--- src/rtl/hub_leaf_router_pkg.sv ---
// rtl/hub_leaf_router_pkg.sv - shared id/port helpers for hub_leaf_router
package hub_leaf_router_pkg;

    function automatic int unsigned port_idx_width(input int unsigned leaf_count);
        return (leaf_count < 1) ? 1 : $clog2(leaf_count + 1);
    endfunction

    function automatic int unsigned broadcast_id(input int unsigned fpgaid_width);
        return (32'd1 << fpgaid_width) - 32'd1;
    endfunction

    // Caller passes the top 32 bits of the message; the id is left-aligned there.
    function automatic int unsigned dest_field(input logic [31:0] msg_top,
                                               input int unsigned fpgaid_width);
        return msg_top >> (32 - fpgaid_width);
    endfunction

endpackage

--- src/rtl/hub_leaf_router_in_fifo.sv ---
// rtl/hub_leaf_router_in_fifo.sv - per-port synchronous input FIFO (router_in_fifo)
module router_in_fifo #(
    parameter int WIDTH = 64,
    parameter int DEPTH = 4
) (
    input  logic             clk,
    input  logic             reset,
    input  logic [WIDTH-1:0] push_data,
    input  logic             push_valid,
    input  logic             pop,
    output logic [WIDTH-1:0] head,
    output logic             full,
    output logic             empty
);
    localparam int AW = $clog2(DEPTH);

    logic [WIDTH-1:0] mem [DEPTH];
    logic [AW:0]      wr_ptr;
    logic [AW:0]      rd_ptr;

    assign empty = (wr_ptr == rd_ptr);
    assign full  = (wr_ptr[AW] != rd_ptr[AW]) && (wr_ptr[AW-1:0] == rd_ptr[AW-1:0]);
    assign head  = mem[rd_ptr[AW-1:0]];

    always_ff @(posedge clk) begin
        if (reset) begin
            wr_ptr <= '0;
            rd_ptr <= '0;
        end else begin
            if (push_valid && !full) begin
                mem[wr_ptr[AW-1:0]] <= push_data;
                wr_ptr              <= wr_ptr + 1'b1;
            end
            if (pop && !empty) begin
                rd_ptr <= rd_ptr + 1'b1;
            end
        end
    end

endmodule

--- src/rtl/hub_leaf_router.sv ---
// rtl/hub_leaf_router.sv - hub message router across local port and leaf links; optional ROUTER_STATS_EN
module hub_leaf_router
    import hub_leaf_router_pkg::*;
#(
    parameter int LEAF_COUNT              = 2,
    parameter int FPGAID_WIDTH            = 2,
    parameter int HUB_FIFO_PHYSICAL_WIDTH = 64,
    parameter int IN_FIFO_DEPTH           = 4
) (
    input  logic                                              clk,
    input  logic                                              reset,
    input  logic [(LEAF_COUNT+1)*HUB_FIFO_PHYSICAL_WIDTH-1:0] in_data,
    input  logic [LEAF_COUNT:0]                               in_valid,
    output logic [LEAF_COUNT:0]                               in_ready,
    output logic [(LEAF_COUNT+1)*HUB_FIFO_PHYSICAL_WIDTH-1:0] out_data,
    output logic [LEAF_COUNT:0]                               out_valid,
    input  logic [LEAF_COUNT:0]                               out_ready,
    output logic                                              has_flying_messages,
    output logic                                              bad_dest_error
`ifdef ROUTER_STATS_EN
    ,
    output logic [(LEAF_COUNT+1)*16-1:0]                      delivered_count
`endif
);
    localparam int NP = LEAF_COUNT + 1;
    localparam int W  = HUB_FIFO_PHYSICAL_WIDTH;
    localparam int PW = port_idx_width(LEAF_COUNT);
    localparam logic [FPGAID_WIDTH-1:0] BCAST_ID = FPGAID_WIDTH'(broadcast_id(FPGAID_WIDTH));
    localparam logic [FPGAID_WIDTH-1:0] MAX_ID   = FPGAID_WIDTH'(LEAF_COUNT);

    logic [W-1:0]            head [NP];
    logic [NP-1:0]           empty;
    logic [NP-1:0]           full;
    logic [NP-1:0]           pop;
    logic [FPGAID_WIDTH-1:0] head_id [NP];
    logic [NP-1:0]           dest_mask [NP];
    logic [NP-1:0]           head_bad;
    logic [NP-1:0]           port_free;
    logic [NP-1:0]           grant;
    logic [NP-1:0]           claimed;
    logic [PW-1:0]           out_sel [NP];
    logic [PW-1:0]           first_grant;
    logic [PW-1:0]           rr_ptr;
    logic                    any_grant;
    int                      idx;

    for (genvar p = 0; p < NP; p++) begin : g_in
        router_in_fifo #(
            .WIDTH (W),
            .DEPTH (IN_FIFO_DEPTH)
        ) u_fifo (
            .clk        (clk),
            .reset      (reset),
            .push_data  (in_data[p*W +: W]),
            .push_valid (in_valid[p]),
            .pop        (pop[p]),
            .head       (head[p]),
            .full       (full[p]),
            .empty      (empty[p])
        );
    end

    assign in_ready  = ~full;
    assign port_free = ~out_valid | out_ready;

    always_comb begin
        for (int p = 0; p < NP; p++) begin
            head_id[p]   = FPGAID_WIDTH'(dest_field(head[p][W-1 -: 32], FPGAID_WIDTH));
            dest_mask[p] = '0;
            head_bad[p]  = 1'b0;
            if (head_id[p] == BCAST_ID) begin
                dest_mask[p]    = '1;
                dest_mask[p][p] = 1'b0;
            end else if (head_id[p] <= MAX_ID && head_id[p] != FPGAID_WIDTH'(p)) begin
                dest_mask[p][head_id[p]] = 1'b1;
            end else begin
                head_bad[p] = 1'b1;
            end
        end
    end

    // Single round-robin pass; a head is granted only if every destination is free and unclaimed,
    // which makes broadcasts all-or-nothing.
    always_comb begin
        claimed     = '0;
        grant       = '0;
        any_grant   = 1'b0;
        first_grant = '0;
        idx         = 0;
        for (int o = 0; o < NP; o++) out_sel[o] = '0;
        for (int k = 0; k < NP; k++) begin
            idx = (int'(rr_ptr) + k) % NP;
            if (!empty[idx] && !head_bad[idx] &&
                ((dest_mask[idx] & ~(port_free & ~claimed)) == '0)) begin
                grant[idx] = 1'b1;
                claimed    = claimed | dest_mask[idx];
                if (!any_grant) begin
                    any_grant   = 1'b1;
                    first_grant = idx[PW-1:0];
                end
                for (int o = 0; o < NP; o++) begin
                    if (dest_mask[idx][o]) out_sel[o] = idx[PW-1:0];
                end
            end
        end
    end

    // Unroutable heads are discarded independently of the allocator.
    assign pop = grant | (~empty & head_bad);

    always_ff @(posedge clk) begin
        if (reset) begin
            out_valid           <= '0;
            out_data            <= '0;
            rr_ptr              <= '0;
            has_flying_messages <= 1'b0;
            bad_dest_error      <= 1'b0;
        end else begin
            for (int o = 0; o < NP; o++) begin
                if (claimed[o]) begin
                    out_valid[o]       <= 1'b1;
                    out_data[o*W +: W] <= head[out_sel[o]];
                end else if (out_ready[o]) begin
                    out_valid[o] <= 1'b0;
                end
            end
            if (any_grant) begin
                rr_ptr <= (first_grant == PW'(NP - 1)) ? '0 : first_grant + 1'b1;
            end
            if (|(~empty & head_bad)) begin
                bad_dest_error <= 1'b1;
            end
            has_flying_messages <= (|(~empty)) | (|out_valid);
        end
    end

`ifdef ROUTER_STATS_EN
    logic [15:0] stat_cnt [NP];

    always_ff @(posedge clk) begin
        if (reset) begin
            for (int o = 0; o < NP; o++) stat_cnt[o] <= '0;
        end else begin
            for (int o = 0; o < NP; o++) begin
                if (out_valid[o] && out_ready[o] && stat_cnt[o] != 16'hFFFF) begin
                    stat_cnt[o] <= stat_cnt[o] + 16'd1;
                end
            end
        end
    end

    always_comb begin
        for (int o = 0; o < NP; o++) delivered_count[o*16 +: 16] = stat_cnt[o];
    end
`endif

endmodule

--- config.mk ---
export PLATFORM = sky130hd
export DESIGN_NAME = hub_leaf_router
export DESIGN_NICKNAME = d
export VERILOG_FILES = /design/src/rtl/hub_leaf_router_pkg.sv /design/src/rtl/hub_leaf_router_in_fifo.sv /design/src/rtl/hub_leaf_router.sv
export SDC_FILE = /design/constraint.sdc
export NUM_CORES = 1
export LEC_CHECK = 0
export CORE_AREA = 2 2 320 243
export CTS_BUF_LIST = sky130_fd_sc_hd__clkbuf_4 sky130_fd_sc_hd__clkbuf_8
export CTS_CLUSTER_SIZE = 20
export DETAILED_ROUTE_END_ITERATION = 8
export DIE_AREA = 0 0 322 245
export GPL_TIMING_DRIVEN = 0
export PLACE_DENSITY = 0.74
export SLEW_MARGIN = 40
export SYNTH_ARGS = -nofsm -noshare
export SYNTH_HDL_FRONTEND = slang
export SYNTH_SLANG_ARGS = --single-unit
--- constraint.sdc ---
create_clock -name clk -period 4.4 [get_ports clk]
set_input_delay 0.88 -clock clk [delete_from_list [all_inputs] [get_ports clk]]
set_output_delay 0.88 -clock clk [all_outputs]
set_load 0.1 [all_outputs]
==> results of run 1 <==
power groups by stage:
stage	Sequential (mW)	Combinational (mW)	Clock (mW)
after floorplan	14.7	6.51	0
after global placement	11.6	13.8	0
after detailed placement	11.6	13.8	0
after CTS	11.4	14.8	7.97
after global routing	11.4	16.0	8.37
final	11.4	15.4	7.89
worst max path at each step:
stage	start	end	cells past startpoint
global route	register	out_data[150]$_SDFFE_PP0P_	18
finish	register	out_data[16]$_SDFFE_PP0P_	16
CTS	register	out_data[66]$_SDFFE_PP0P_	17
detailed placement	register	out_data[66]$_SDFFE_PP0P_	17
global placement	register	out_data[189]$_SDFFE_PP0P_	13
floorplan	register	out_data[15]$_SDFFE_PP0P_	17
worst register-to-register path, delay by kind of cell (launching register included):
family | cells | cell delay (ps)
flip-flops | 1 | 340
adder cells (fa/ha/maj) | 1 | 270
multiplexers | 1 | 620
AND/OR/NAND/NOR | 4 | 1020
AO/OA/AOI/OAI | 5 | 1160
buffers and inverters | 5 | 830
metal layers:
layer / vias up / wire length (microns) / share of wire (%) / track usage [%]
li1: 11000 / - / - / -
met1: 13300 / 46800 / 40 / 40.7
met2: 1532 / 54100 / 46 / 44.9
met3: 292 / 13200 / 11 / 8.70
met4: 36 / 4020 / 3.4 / 12.0
met5: - / 232 / 0.20 / 0
sequential cells by signal (all words and copies together), names as in the netlist, named ones only:
register and count:
g_in.u_fifo.mem 768, out_data 192, g_in.u_fifo.rd_ptr 9, g_in.u_fifo.wr_ptr 9, out_valid 3, rr_ptr 2
bad_dest_error 1, has_flying_messages 1
layout by cell type, fill, tap and decap left out, types with 15 or more instances in the layout:
cell,n
clkbuf_2,48
nand2_1,146
o221a_1,37
edfxtp_1,768
ha_1,22
clkinv_1,19
nand4_1,64
buf_12,29
diode_2,15
mux2_2,62
buf_2,212
a31oi_1,68
nor2_1,20
clkbuf_1,43
buf_6,25
clkdlybuf4s50_1,198
o221a_2,27
clkbuf_4,81
clkbuf_8,170
inv_1,79
buf_4,61
o211ai_2,60
o21ai_0,137
dfxtp_1,218
a21oi_1,155
mux4_2,192
cells by family (layout without fill, tap and decap cells):
logic type / Yosys count / after routing / synth area share [%]
flops: 991 / 991 / 69.3
buf+inv: 256 / 1007 / 2.77
xor+xnor: 15 / 15 / 0.331
compound gates: 555 / 555 / 10.0
simple gates: 316 / 316 / 3.93
fa+ha+maj: 27 / 27 / 0.850
mux: 261 / 261 / 12.8
other cells: 0 / 15 / 0
synth_stat cells, drive strengths merged, types with 4 or more instances:
library cell / number / area share [%]
a22o: 5 / 0.11
mux4: 192 / 11
o221a: 64 / 1.8
o21a: 5 / 0.094
mux2: 62 / 1.8
nand2b: 6 / 0.094
nand2: 148 / 1.4
mux2i: 7 / 0.18
o211ai: 64 / 2.0
nand4: 64 / 1.0
nand3: 12 / 0.15
nand3b: 5 / 0.094
a22oi: 6 / 0.13
and2: 19 / 0.30
inv: 82 / 0.77
a21oi: 159 / 2.0
a21o: 4 / 0.076
o21ai: 149 / 1.9
clkbuf: 131 / 1.2
nor2b: 6 / 0.094
a31oi: 70 / 1.1
ha: 27 / 0.85
a221oi: 7 / 0.23
edfxtp: 768 / 58
dfxtp: 223 / 11
nor3: 11 / 0.17
nor4: 6 / 0.094
xor2: 7 / 0.15
or3: 7 / 0.11
buf: 43 / 0.75
nor2: 22 / 0.21
a211oi: 5 / 0.094
xnor2: 8 / 0.18
cell type report:
class                      instances  area [sq um]
clock buffer                     229          2750
tap                              990          1240
inverter                          82           308
sequential                       991         27500
buffer                           171          1210
timing repair buffer             477          3890
clock inverter                    48           385
fill                            5326         27200
antenna                           15          37.5
multi-input combinational       1174         11500
timing repair:
| action | in CTS | in global routing |
|---|---|---|
| pin swaps | 17 | 7 |
| cloned | 1 | 1 |
| setup buffers | 32 | 15 |
| resized for setup | 173 | 95 |
| endpoints found under the setup margin | 212 | 196 |
==> results by group, run 1 <==
Run status
  • Status: completed

Global route
  • Total gr overflow: 0
  • Pin count of the biggest net entering global routing: 34
  • Total global-route track usage: 29.7%
  • Initial antenna violation count: 33
  • First-pass GRT wire length: 169 mm
  • Vias in the first global route: 25,900

Setup path
  • Critical path startpoint category: register
  • Worst endpoint required time: 5100 ps
  • Reg2reg end: out_data[16]$_SDFFE_PP0P_
  • R2R depth: 16
  • CP Class: reg -> reg
  • Slowest stage delay, CP: 620 ps
  • Worst-path fanout max: 10
  • Crit path max-delay family: compound AO/OA/AOI/OAI gates
  • R2R Setup Slk: 60 ps
  • Crit-path cells: buf_12 -> buf_12 -> mux4_2 -> ha_2 -> nor2_4 -> a211oi_4 -> and2_1 -> nor4_4 -> o21ai_4 -> a311oi_4 -> buf_6 -> nor2b_2 -> a22oi_2 -> buf_6 -> clkbuf_4 -> o221a_2
  • CP max stage cell: mux4_2
  • Setup crit end kind: register
  • Crit path buf inv count: 5
  • Crit path DAT: 5050 ps

STA
  • Setup TNS Final: 0 ps
  • Period utilization: 98.7%
  • Max-slew violation count: 0
  • Hold_ws: 474 ps
  • Post-route setup slack: 55.7 ps
  • Layout Skew: 34.6 ps
  • Final Critical Period: 4340 ps
  • RSZ-0062 raised after global routing: true
  • Slew margin rel.: 44.6%
  • Worst-Margin Slew: 822 ps
  • Endpoints failing hold: 0
  • Max Clk Rate: 230 MHz
  • Finish-stage setup viols: 0

Placed design
  • Dpl cells: 3,839
  • GP Congestion: 0.872
  • Dpl cell area: 44,600 sq um
  • Port Buffer Count: 398
  • Hpwl dp: 83.5 mm
  • Dpl ws: -1870 ps

Logic synthesis
  • #FFs+latches synth: 991
  • YS warnings: 0
  • Post-synthesis sequential area ratio: 69.3%
  • Cell count after synthesis: 2,421
  • Async SR Flop Fraction: 0%
  • Main flop type after synthesis: edfxtp_1
  • Synth Cell Area: 39,700 sq um
  • Synth Net Count: 2,648
  • Post-synth EDFFs: 768
  • Syn avg cell area: 16.4 sq um
  • Post-synthesis cell type count: 64

Route
  • Final ANT Viol Nets: 0
  • Routed vias: 26,100
  • DRT Wirelength: 118 mm
  • Via-per-instance ratio: 6.25
  • Wire per inst: 28.3 microns
  • Starting DRT DRC Count: 3,172
  • Pre-antenna DRT Iters: 6
  • Drc violations: 0

Min path
  • Hold Crit Depth: 2
  • Hold WC Path Type: reg -> reg
  • Hold_sp: out_data[78]$_SDFFE_PP0P_
  • Hold Path Sink: out_data[78]$_SDFFE_PP0P_

Clock tree
  • Clock latency on the worst-skew pair: 820 ps
  • Root Driver: clkbuf_8
  • CTS tree: done
  • CTS max path bufs: 3
  • CTS buffer count: 150
  • Clock sink count: 991
  • Clock slew at reported path FFs: 70 ps
  • H-tree depth: 4
  • Cts hold-fix bufs: 0

Power
  • Comb pwr share: 44.4%
  • Flop pwr share: 32.9%
  • Worst ir drop on vdd: 409 uV
  • Sw power: 14.6 mW
  • Net Sw Frac: 42.0%
  • Final Total Pwr: 34.7 mW
  • Int Power: 20.1 mW
  • Clock Power Share: 22.7%
  • P_leak: 17.0 nW
  • PD cells: 711 nW/um^2

Final layout
  • Final Non-Filler Cells: 4,177
  • Fin nets: 3,274
  • Final instance area: 48,800 sq um
  • Utilization after layout: 64.2%
  • Layout area overhead: 22.8%
  • Layout cells sized above 1: 33.8%

Floorplan
  • DIE WIDTH: 322 microns
  • Io pins: 400
  • Initial core utilization: 52.3%
  • Core box area: 76,000 sq um
  • Die area: 78,900 sq um
  • Num rows: 88
  • Die height: 245 microns

Flow run
  • MaxCap Viol Count: 0
(Power assumes the default switching activity.)
==> inputs of run 2 (changes only) <==
Settings changed: CORE_AREA 2 2 320 243 to 3 3 321 244, DIE_AREA 0 0 322 245 to 0 0 324 247.
==> run 2 against run 1 <==
Compared with the run above:
- power rose by 0.41%
- final cell count rose by 0.17%
- sequential power barely moved
- via count rose by 0.72%
- highest routed layer unchanged
- register-to-register slack improved by 20 ps
- worst setup slack improved by 16 ps
- clock skew rose by 13 ps
- sequential share of layout area fell by 0.31 points
- clock power rose by 1%
- sequential cell count did not move
- design area rose by 0.54%
==> results by group, run 2 (synthesis gave the netlist of run 1 again) <==
Floorplan
  • Die area: 80,000 sq um
  • Core box area: 75,100 sq um
  • Io pins: 400
  • DIE WIDTH: 324 microns
  • Die height: 247 microns
  • Initial core utilization: 52.9%
  • Num rows: 87

Route
  • Met2 wire len: 55.0 mm
  • Met1 Wirelength: 46.9 mm
  • Final ANT Viol Nets: 0
  • Starting DRT DRC Count: 3,620
  • DR WL met3: 14.0 mm
  • DRT Wirelength: 120 mm
  • Wire per inst: 28.7 microns
  • Pre-antenna DRT Iters: 6
  • Via-per-instance ratio: 6.28
  • Drc violations: 0
  • Routed vias: 26,300
  • Top Layer Used: met5

Global route
  • First-pass GRT wire length: 172 mm
  • Initial antenna violation count: 27
  • Total global-route track usage: 29.7%
  • Vias in the first global route: 26,000
  • Pin count of the biggest net entering global routing: 34
  • Total gr overflow: 0

STA
  • RSZ-0062 raised after global routing: true
  • Hold_ws: 473 ps
  • Layout Skew: 47.7 ps
  • Worst-Margin Slew: 809 ps
  • Slew margin rel.: 46.1%
  • Post-route setup slack: 72.2 ps
  • Max-slew violation count: 0
  • Max Clk Rate: 231 MHz
  • Endpoints failing hold: 0
  • Final Critical Period: 4330 ps
  • Finish-stage setup viols: 0
  • Setup TNS Final: 0 ps
  • Period utilization: 98.4%

Final layout
  • Max FFs per register: 768
  • Layout cells sized above 1: 34.5%
  • Layout area overhead: 23.5%
  • Fillcell total: 5,126
  • Utilization after layout: 65.3%
  • Most frequent cells in the layout: edfxtp_1, dfxtp_1, buf_2, clkdlybuf4s50_1, mux4_2
  • Fin nets: 3,287
  • Most common cell after layout, fill and taps aside: edfxtp_1

Power
  • Worst ir drop on vdd: 383 uV
  • Final Total Pwr: 34.8 mW
  • P_leak: 17.1 nW
  • PD cells: 710 nW/um^2

Clock tree
  • CTS buffer count: 150
  • Clock latency on the worst-skew pair: 840 ps
  • Root Driver: clkbuf_8
  • CTS tree: done
  • CTS max path bufs: 3
  • Clock sink count: 991
  • H-tree depth: 4
  • Clock slew at reported path FFs: 70 ps

Flow run
  • MaxCap Viol Count: 0

Setup path
  • Worst endpoint required time: 5120 ps
  • CP Class: reg -> reg
  • Setup crit end kind: register
  • Critical path startpoint category: register
  • Crit path DAT: 5050 ps
  • Worst-path fanout max: 10

Run status
  • Status: completed

Min path
  • Hold WC Path Type: reg -> reg
  • Hold_sp: out_data[89]$_SDFFE_PP0P_

Placed design
  • Port Buffer Count: 398
  • GP Congestion: 0.947
  • Hpwl dp: 84.0 mm
  • Dpl ws: -1850 ps
[run 2: changes by cell type in the layout (fill, tap and decap cells not counted), moves of 6 or more]
cell and change:
clkbuf_8 +15, o21ai_0 +6, clkbuf_4 -14, o21ai_1 -7
clkbuf_2 +7, clkinv_2 +9
[run 2: power by group]
group | internal (mW) | leakage, nW | switching (mW)
Combinational | 4.93 | 6.58 | 10.5
Clock | 4.36 | 1.71 | 3.61
Sequential | 10.9 | 8.81 | 0.513
Total | 20.2 | 17.1 | 14.7
[run 2: critical path, stage by stage, from the launching register on]
cell and delay [ps]:
dfxtp_2 340, buf_12 130, buf_12 120, mux4_2 630
ha_4 240, nor2_4 170, a211oi_2 100, buf_4 180
a22oi_2 140, buf_4 140, o221ai_4 140, o21a_4 270
a311oi_4 370, buf_6 220, buf_12 130, nand2_8 100
and2_4 200, buf_8 180, buf_6 180, o211ai_2 180
[run 2: layer usage]
layer,track usage [%],vias up
met3,8.98,304
met2,45.0,1664
met5,0,-
met4,11.0,26
li1,-,11000
met1,41.0,13300
[run 2: path summary, 6_finish.rpt]
path / end / slack [ps] / cells past startpoint
worst min-delay path: out_data[89]$_SDFFE_PP0P_ / 470 / 2
worst max register to register: out_data[93]$_SDFFE_PP0P_ / 70 / 19
worst min register to register: out_data[89]$_SDFFE_PP0P_ / 470 / 2
worst max-delay path: out_data[93]$_SDFFE_PP0P_ / 70 / 19
[run 2: per-stage QoR]
| step | cell area, sq um | instances |
|---|---|---|
| floorplan | 39800 | 2421 |
| global placement | 45000 | 3798 |
| CTS | 48700 | 4150 |
| finish | 49100 | 4184 |
| detailed placement | 44600 | 3831 |
| global route | 49000 | 4176 |
[run 2: repair_timing]
| action | 4_1_cts | 5_1_grt |
|---|---|---|
| buffers inserted | 39 | 17 |
| endpoints found under the setup margin | 212 | 202 |
| cloned | 1 | 1 |
| gates resized for setup | 163 | 102 |
| pin swaps | 20 | 15 |
| hold buffers | 0 | 0 |
[run 2: final cells by class]
| cell class | count | area [sq um] | share of cell area [%] |
|---|---|---|---|
| Multi-Input combinational cell | 1175 | 11500 | 23.5 |
| Clock buffer | 234 | 2880 | 5.87 |
| Buffer | 173 | 1230 | 2.50 |
| Inverter | 82 | 308 | 0.627 |
| Antenna cell | 17 | 42.5 | 0.0867 |
| Tap cell | 979 | 1220 | 2.50 |
| Timing Repair Buffer | 487 | 4010 | 8.17 |
| Sequential cell | 991 | 27500 | 56.1 |
| Clock inverter | 46 | 323 | 0.658 |
